===== config.mk =====
export PLATFORM = sky130hd
export DESIGN_NAME = game_sequencer
export DESIGN_NICKNAME = d
export VERILOG_FILES = /design/src/rtl/game_sequencer.sv
export SDC_FILE = /design/constraint.sdc
export NUM_CORES = 1
export LEC_CHECK = 0
export CAP_MARGIN = 20
export CORE_UTILIZATION = 50
export CTS_BUF_LIST = sky130_fd_sc_hd__clkbuf_8
export DETAILED_ROUTE_END_ITERATION = 7
export MAX_ROUTING_LAYER = met4
export PLACE_DENSITY = 0.73
export SLEW_MARGIN = 20
export SYNTH_ARGS = -nofsm -noshare
export SYNTH_HDL_FRONTEND = slang
export SYNTH_SLANG_ARGS = --single-unit

===== constraint.sdc =====
create_clock -name Clk -period 2.85 [get_ports Clk]
set_input_delay 0.855 -clock Clk [delete_from_list [all_inputs] [get_ports Clk]]
set_output_delay 0.855 -clock Clk [all_outputs]
set_load 0.1 [all_outputs]

===== src/rtl/game_sequencer.sv =====
// game_sequencer: frame-paced game flow controller (welcome, play, crash hold, win).
// Every decision advances on a synchronized rising edge of the VGA vertical sync.
module game_sequencer #(
  parameter int         RST_FRAMES  = 2,
  parameter int         HOLD_FRAMES = 120,
  parameter int         LIVES_INIT  = 3,
  parameter logic [7:0] START_KEY   = 8'h28
) (
  input  logic        Clk,
  input  logic        Reset_n,
  input  logic        frame_clk,
  input  logic [15:0] keycode,
  input  logic        crash,
  input  logic        win,
  output logic [1:0]  state,
  output logic        welcomepage,
  output logic        gamereset,
  output logic [1:0]  lives,
  output logic [15:0] play_frames
);

  typedef enum logic [1:0] {
    S_WELCOME = 2'd0,
    S_PLAY    = 2'd1,
    S_CRASH   = 2'd2,
    S_WIN     = 2'd3
  } state_t;

  localparam logic [15:0] RST_LOAD   = 16'(RST_FRAMES);
  localparam logic [15:0] HOLD_LOAD  = 16'(HOLD_FRAMES);
  localparam logic [1:0]  LIVES_LOAD = 2'(LIVES_INIT);

  state_t      r_state;
  logic        r_fsync1;
  logic        r_fsync2;
  logic        r_fprev;
  logic        r_startPrev;
  logic [15:0] r_rstCnt;
  logic [15:0] r_holdCnt;
  logic [15:0] r_playFrames;
  logic [1:0]  r_lives;
  logic        r_welcome;
  logic        r_gameReset;

  logic        w_frameTick;
  logic        w_startNow;
  logic        w_startHit;
  logic [15:0] w_playInc;

  // frame_clk comes from the VGA domain; r_fprev turns the synchronized level into a one-Clk pulse
  always_ff @(posedge Clk or negedge Reset_n) begin
    if (!Reset_n) begin
      r_fsync1 <= 1'b0;
      r_fsync2 <= 1'b0;
      r_fprev  <= 1'b0;
    end else begin
      r_fsync1 <= frame_clk;
      r_fsync2 <= r_fsync1;
      r_fprev  <= r_fsync2;
    end
  end

  assign w_frameTick = r_fsync2 & ~r_fprev;
  assign w_startNow  = (keycode[7:0] == START_KEY) || (keycode[15:8] == START_KEY);
  assign w_startHit  = w_startNow & ~r_startPrev;
  assign w_playInc   = (r_playFrames == 16'hFFFF) ? r_playFrames : r_playFrames + 16'd1;

  // play_frames only counts PLAY ticks that leave gamereset low, so the reset frames are not scored
  always_ff @(posedge Clk or negedge Reset_n) begin
    if (!Reset_n) begin
      r_state      <= S_WELCOME;
      r_startPrev  <= 1'b0;
      r_rstCnt     <= 16'd0;
      r_holdCnt    <= 16'd0;
      r_playFrames <= 16'd0;
      r_lives      <= LIVES_LOAD;
      r_welcome    <= 1'b1;
      r_gameReset  <= 1'b1;
    end else if (w_frameTick) begin
      r_startPrev <= w_startNow;
      unique case (r_state)
        S_WELCOME: begin
          if (w_startHit) begin
            r_state      <= S_PLAY;
            r_rstCnt     <= RST_LOAD;
            r_playFrames <= 16'd0;
            r_welcome    <= 1'b0;
            r_gameReset  <= (RST_LOAD != 16'd0);
          end
        end
        S_PLAY: begin
          if (r_rstCnt != 16'd0) begin
            r_rstCnt <= r_rstCnt - 16'd1;
            if (r_rstCnt == 16'd1) begin
              r_gameReset  <= 1'b0;
              r_playFrames <= w_playInc;
            end
          end else if (crash) begin
            r_state   <= S_CRASH;
            r_lives   <= (r_lives != 2'd0) ? r_lives - 2'd1 : 2'd0;
            r_holdCnt <= HOLD_LOAD;
          end else if (win) begin
            r_state <= S_WIN;
          end else begin
            r_playFrames <= w_playInc;
          end
        end
        S_CRASH: begin
          if (r_holdCnt <= 16'd1) begin
            r_holdCnt <= 16'd0;
            if (r_lives != 2'd0) begin
              r_state      <= S_PLAY;
              r_rstCnt     <= RST_LOAD;
              r_playFrames <= 16'd0;
              r_gameReset  <= (RST_LOAD != 16'd0);
            end else begin
              r_state     <= S_WELCOME;
              r_lives     <= LIVES_LOAD;
              r_welcome   <= 1'b1;
              r_gameReset <= 1'b1;
            end
          end else begin
            r_holdCnt <= r_holdCnt - 16'd1;
          end
        end
        S_WIN: begin
          if (w_startHit) begin
            r_state     <= S_WELCOME;
            r_lives     <= LIVES_LOAD;
            r_welcome   <= 1'b1;
            r_gameReset <= 1'b1;
          end
        end
      endcase
    end
  end

  assign state       = r_state;
  assign welcomepage = r_welcome;
  assign gamereset   = r_gameReset;
  assign lives       = r_lives;
  assign play_frames = r_playFrames;

endmodule

==> results of run 1 <==
[layout by cell type, fill, tap and decap left out, types with 7 or more instances in the layout]
master           instances
nor2_1                  31
nor3_1                  11
o21ai_1                 15
buf_4                   46
or3_1                    8
nor4_1                   7
o31ai_1                 11
nand3_1                 19
inv_1                   16
a21oi_1                 19
nand4_1                  8
clkdlybuf4s50_1         19
ha_1                    11
nand2_1                 34
o21ai_0                 20
dfrtp_1                 53
or4_1                   11
clkbuf_8                10
[final cells by class]
cell class	count	area (µm²)	share of cell area, %
multi-input combinational	294	1901	44.47
sequential	58	1458	34.10
timing repair buffer	66	540.5	12.65
clock buffer	10	137.6	3.220
tap	80	100.1	2.342
clock inverter	6	81.33	1.903
inverter	15	56.30	1.317
[worst max-delay path, delay by kind of cell]
kind | cells | cell delay [ns]
AND/OR/NAND/NOR | 4 | 1.27
AO/OA/AOI/OAI | 2 | 0.45
buffers and inverters | 1 | 0.40
[repair_timing]
action,in CTS,in global routing
gates resized for setup,0,1
hold endpoints to repair,0,0
setup buffers,0,0
endpoints found under the setup margin,0,6
[through the flow]
stage / std cells / cell area, µm²
after floorplan: 383 / 3477
after global placement: 513 / 4046
after detailed placement: 513 / 4046
after CTS: 529 / 4265
after global routing: 529 / 4274
final: 529 / 4274
[worst paths after layout]
kind / slack [ns] / start / cells after the start / to
setup / recovery: 0.13 / keycode[12] / 7 / play_frames[15]
hold / removal: 0.35 / r_fsync1 / 0 / r_fsync2
setup reg to reg: 0.37 / r_holdCnt[0] / 8 / play_frames[15]
hold reg to reg: 0.35 / r_fsync1 / 0 / r_fsync2
max in group asynchronous: 1.71 / Reset_n / 2 / gamereset
min in group asynchronous: 0.44 / Reset_n / 1 / r_holdCnt[5]
[routing by layer]
metal	share of wire, %	vias to the layer above	GRT usage [%]
li1	-	1554	-
met5	0	-	-
met1	49	1557	33.23
met2	44	83	36.44
met4	1.1	0	9.091
met3	5.6	9	6.712
[logic make-up (layout without fill, tap and decap cells)]
| group | Yosys count | in the layout | synth area share, % |
|---|---|---|---|
| fa+ha+maj | 11 | 11 | 3.960 |
| xor+xnor | 9 | 9 | 2.268 |
| compound gates | 103 | 103 | 19.40 |
| simple gates | 169 | 169 | 28.19 |
| flops | 58 | 58 | 41.90 |
| mux | 2 | 2 | 0.6119 |
| buf+inv | 31 | 97 | 3.671 |
[sequential cells by signal, summed over array words and instances, names as in the netlist, 2 cells and up]
signal and count:
r_rstCnt 16, play_frames 16, r_holdCnt 16, state 2, lives 2
[synthesized netlist by cell type, drive strengths merged (6+ instances only)]
cell / count
a21oi: 19
clkbuf: 11
dfrtp: 54
ha: 11
inv: 15
nand2: 34
nand2b: 6
nand3: 19
nand4: 9
nor2: 32
nor3: 12
nor4: 11
o211ai: 6
o21ai: 35
o31ai: 11
or3: 8
or4: 12
[power breakdown]
group          switching [mW]  internal, mW  total, mW
registers              0.0629         0.863      0.926
logic                   0.107         0.101      0.209
clock network           0.334         0.509      0.843
total                   0.504          1.47       1.98
==> summary.txt, run 1 <==
Layout cell share with drive strength beyond 1 - 18.04%
Max Fclk - 0.3671 GHz
CTS Hold Buffers Added - 0
GR Util All Layers - 24.87%
Initial DRC count - 166
Post-layout net count - 476
# diodes - 0
Nature of the critical path endpoint - flop
Root Driver - clkbuf_8
DIE WIDTH - 85.38 µm
Setup crit start kind - primary input
Port bufs - 42
Syn Area/Cell - 9.075 µm²
CTS tree - built
Cell Rows - 30
Syn nets - 415
CP Cell Sequence - clkdlybuf4s50_1 > nor4b_1 > nand2_1 > a31oi_4 > nand4_4 > or4_1 > a21oi_1
Top cell type by total area after synthesis - dfrtp_1
Crit path DAT - 2.99 ns
Initial antenna violation count - 0
Period utilization - 95.59%
CTS clk-pin slew, worst paths - 0.06 ns
Final Critical Period - 2.724 ns
Initial Util - 51.44%
Dpl ws - -0.3240 ns
Req. time, crit path - 3.11 ns
DRT Pass-1 Iters - 4
Syn Inst Count - 383
Critical path class - primary input to flop
Crit-path max FO - 18
Final GP Congestion - 0.8701
Number of fill cells in the layout - 579
Ys Warns - 0
Post-synth ARST share - 100.0%
H-tree depth - 3
Outcome - finished, final reports clean
Worst Max-Slew Pin Slew - 0.7437 ns
Fin Setup TNS - 0 ns
DRC viols - 0
Post-Syn Area - 3476 µm²
Core area - 6756 µm²
Pins Over Slew Limit - 0
Fin Clk Skew - 0.01005 ns
Setup-failing EPs final - 0
Vias after detailed routing - 3203
CTS max path bufs - 2
Count of final hold-check violations - 0
Post-DRT Antenna Nets - 0
Hold crit path type - flop to flop
Vias per cell - 6.055
Largest net degree at the start of global routing - 23
Max incr delay on CP - 0.54 ns
Sequential fraction of the synthesis area - 41.90%
Area delta synth->final - 22.97%
Rel. slew slack - 50.08%
Setup WS post-layout - 0.1257 ns
Leak Pwr - 1.795 nW
Total CTS buffers - 9
Worst path slowest cell - or4_1
IO Pins - 43
Max-cap violations - 0
P per Cell Area - 462.8 nW/µm²
Synth area leaders - dfrtp_1 39%, ha_1 4.0%, nand2_1 3.7%
Final Core Density - 63.26%
RSZ-0062 raised after global routing - true
First-pass GRT wire length - 13.83 mm
Drt total wl - 8.097 mm
Vias in the first global route - 3052
Number of enable flip-flop cells after synthesis - 0
Primary flip-flop cell chosen by synthesis mapping - dfrtp_1
Post-DP HPWL - 5.796 mm
Skew-Pair Late Insertion Delay - 0.35 ns
CTS sink count - 58
Die Area - 7289 µm²
Design Power - 1.978 mW
FF+latch count, synth - 58
Die Y - 85.38 µm
Total grt overflow - 0
Top cell type's share of synthesized area - 38.88%
Post-synthesis cell type count - 61
Worst hold margin - 0.3545 ns
Routed length per instance - 15.31 µm
Maximum VDD drop - 0.3477 mV
No activity file was read; power rests on OpenSTA's default activity.
==> inputs of run 2 (changes only) <==
- CORE_UTILIZATION: 50 -> 58
- PLACE_DENSITY: 0.73 -> 0.83
==> run 2 against run 1 <==
Compared with the run above:
- utilization grew 12 points
- critical endpoint is now play_frames[9]
- final area is essentially flat
- largest cell class unchanged
- critical path depth is the same
==> summary.txt, run 2 (synthesized netlist as in run 1, its figures left out) <==
Outcome - finished, final reports clean (unchanged)
# diodes - 0 (unchanged)
Critical path class - primary input to flop (unchanged)
Final Critical Period - 2.726 ns (was 2.724 ns)
Rel. slew slack - 58.09% (was 50.08%)
Worst flop-to-flop path endpoint - play_frames[9] (was play_frames[15])
Total CTS buffers - 9 (unchanged)
Worst Max-Slew Pin Slew - 0.6287 ns (was 0.7437 ns)
Crit path DAT - 2.96 ns (was 2.99 ns)
Layout cell share with drive strength beyond 1 - 18.04% (unchanged)
Reg-to-reg critical path startpoint - r_rstCnt[5] (was r_holdCnt[0])
RSZ-0062 raised after global routing - true (unchanged)
CTS clk-pin slew, worst paths - 0.07 ns (was 0.06 ns)
Total grt overflow - 0 (unchanged)
Dpl cells - 503 (was 513)
Non-Filler Instances - 521 (was 529)
Worst Setup EP - play_frames[9] (was play_frames[15])
Flop2flop setup slack - 0.35 ns (was 0.37 ns)
Number of fill cells in the layout - 409 (was 579)
Period utilization - 95.64% (was 95.59%)
Design Power - 1.905 mW (was 1.978 mW)
Vias per cell - 6.225 (was 6.055)
CTS max path bufs - 2 (unchanged)
Final Core Density - 75.72% (was 63.26%)
Req. time, crit path - 3.08 ns (was 3.11 ns)
Crit-path max FO - 9 (was 18)
Vias after detailed routing - 3243 (was 3203)
CTS tree - built (unchanged)
Worst R2R Path Depth - 7 (was 8)
Port bufs - 42 (unchanged)
Drt total wl - 8.514 mm (was 8.097 mm)
IO Pins - 43 (unchanged)
Area delta synth->final - 22.89% (was 22.97%)
Vias in the first global route - 3037 (was 3052)
Post-layout net count - 476 (unchanged)
Cell Rows - 27 (was 30)
Worst hold margin - 0.3534 ns (was 0.3545 ns)
Routed length per instance - 16.34 µm (was 15.31 µm)
P per Cell Area - 446.0 nW/µm² (was 462.8 nW/µm²)
Initial Util - 61.61% (was 51.44%)
Core area - 5642 µm² (was 6756 µm²)
Max Fclk - 0.3669 GHz (was 0.3671 GHz)
GR Util All Layers - 30.12% (was 24.87%)
H-tree depth - 3 (unchanged)
Final GP Congestion - 0.8757 (was 0.8701)
Count of final hold-check violations - 0 (unchanged)
Initial antenna violation count - 0 (unchanged)
Dpl ws - -0.2885 ns (was -0.3240 ns)
Die Area - 6307 µm² (was 7289 µm²)
Placement-stage cell area - 4046 µm² (unchanged)
DRC viols - 0 (unchanged)
Fin Clk Skew - 0.01058 ns (was 0.01005 ns)
DIE WIDTH - 79.42 µm (was 85.38 µm)
Max-cap violations - 0 (unchanged)
Post-DRT Antenna Nets - 0 (unchanged)
Beginning of the critical path - crash (was keycode[12])
CTS Hold Buffers Added - 0 (unchanged)
Pins Over Slew Limit - 0 (unchanged)
Maximum VDD drop - 0.3485 mV (was 0.3477 mV)
Fin Setup TNS - 0 ns (unchanged)
Hold crit path type - flop to flop (unchanged)
Largest net degree at the start of global routing - 33 (was 23)
Leak Pwr - 1.786 nW (was 1.795 nW)
Initial DRC count - 241 (was 166)
Final Cell Area - 4272 µm² (was 4274 µm²)
Most frequent cells in the layout - 53 x dfrtp_1, 43 x buf_4, 34 x nand2_1, 31 x nor2_1, 20 x o21ai_0 (was 53 x dfrtp_1, 46 x buf_4, 34 x nand2_1, 31 x nor2_1, 20 x o21ai_0)
Skew-Pair Late Insertion Delay - 0.34 ns (was 0.35 ns)
First-pass GRT wire length - 14.23 mm (was 13.83 mm)
Commonest non-fill, non-tap cell in the layout - dfrtp_1 (unchanged)
Setup WS post-layout - 0.1243 ns (was 0.1257 ns)
Post-DP HPWL - 6.020 mm (was 5.796 mm)
Die Y - 79.42 µm (was 85.38 µm)
Nature of the critical path endpoint - flop (unchanged)
CTS sink count - 58 (unchanged)
Setup crit start kind - primary input (unchanged)
Setup-failing EPs final - 0 (unchanged)
Root Driver - clkbuf_8 (unchanged)
DRT Pass-1 Iters - 4 (unchanged)
## run 2: report_power, final
group / switching [mW] / internal [mW]
clock: 0.344 / 0.421
sequential: 0.0635 / 0.863
combinational: 0.109 / 0.105
## run 2: cell type report
class                   instances  area [µm²]  area share (%)
inverters                      15       56.30           1.318
well taps                      72       90.09           2.109
repair buffers                 65       558.0           13.06
clock inverters                 6       58.81           1.377
flip-flops and latches         58        1458           34.12
clock buffers                  10       137.6           3.222
multi-input cells             295        1913           44.79
## run 2: what timing repair did
item | 4_1_cts | 5_1_grt
buffers inserted | 0 | 1
resized for setup | 0 | 1
endpoints found under the setup margin | 0 | 8
## run 2: how the worst min path moves through the flow
stage / from / to / depth (start not counted)
floorplan: r_fsync1 / r_fsync2 / 0
global placement: r_fsync1 / r_fsync2 / 0
detailed placement: r_fsync1 / r_fsync2 / 0
CTS: r_fsync1 / r_fsync2 / 0
global route: r_fsync1 / r_fsync2 / 0
finish: r_fsync1 / r_fsync2 / 0
## run 2: layer usage
layer / part of all wire (%) / vias up / track usage, %
li1: - / 1559 / -
met1: 47 / 1593 / 40.13
met2: 47 / 77 / 46.12
met3: 3.9 / 14 / 4.914
met4: 1.7 / 0 / 12.00
met5: 0 / - / -
## run 2: worst max-delay path, cell delays in order
cell and delay (ns):
clkdlybuf4s50_1 0.50, o311a_1 0.37, nor3_2 0.34, nand4_2 0.30, buf_4 0.24, o21a_1 0.17
o21a_1 0.17
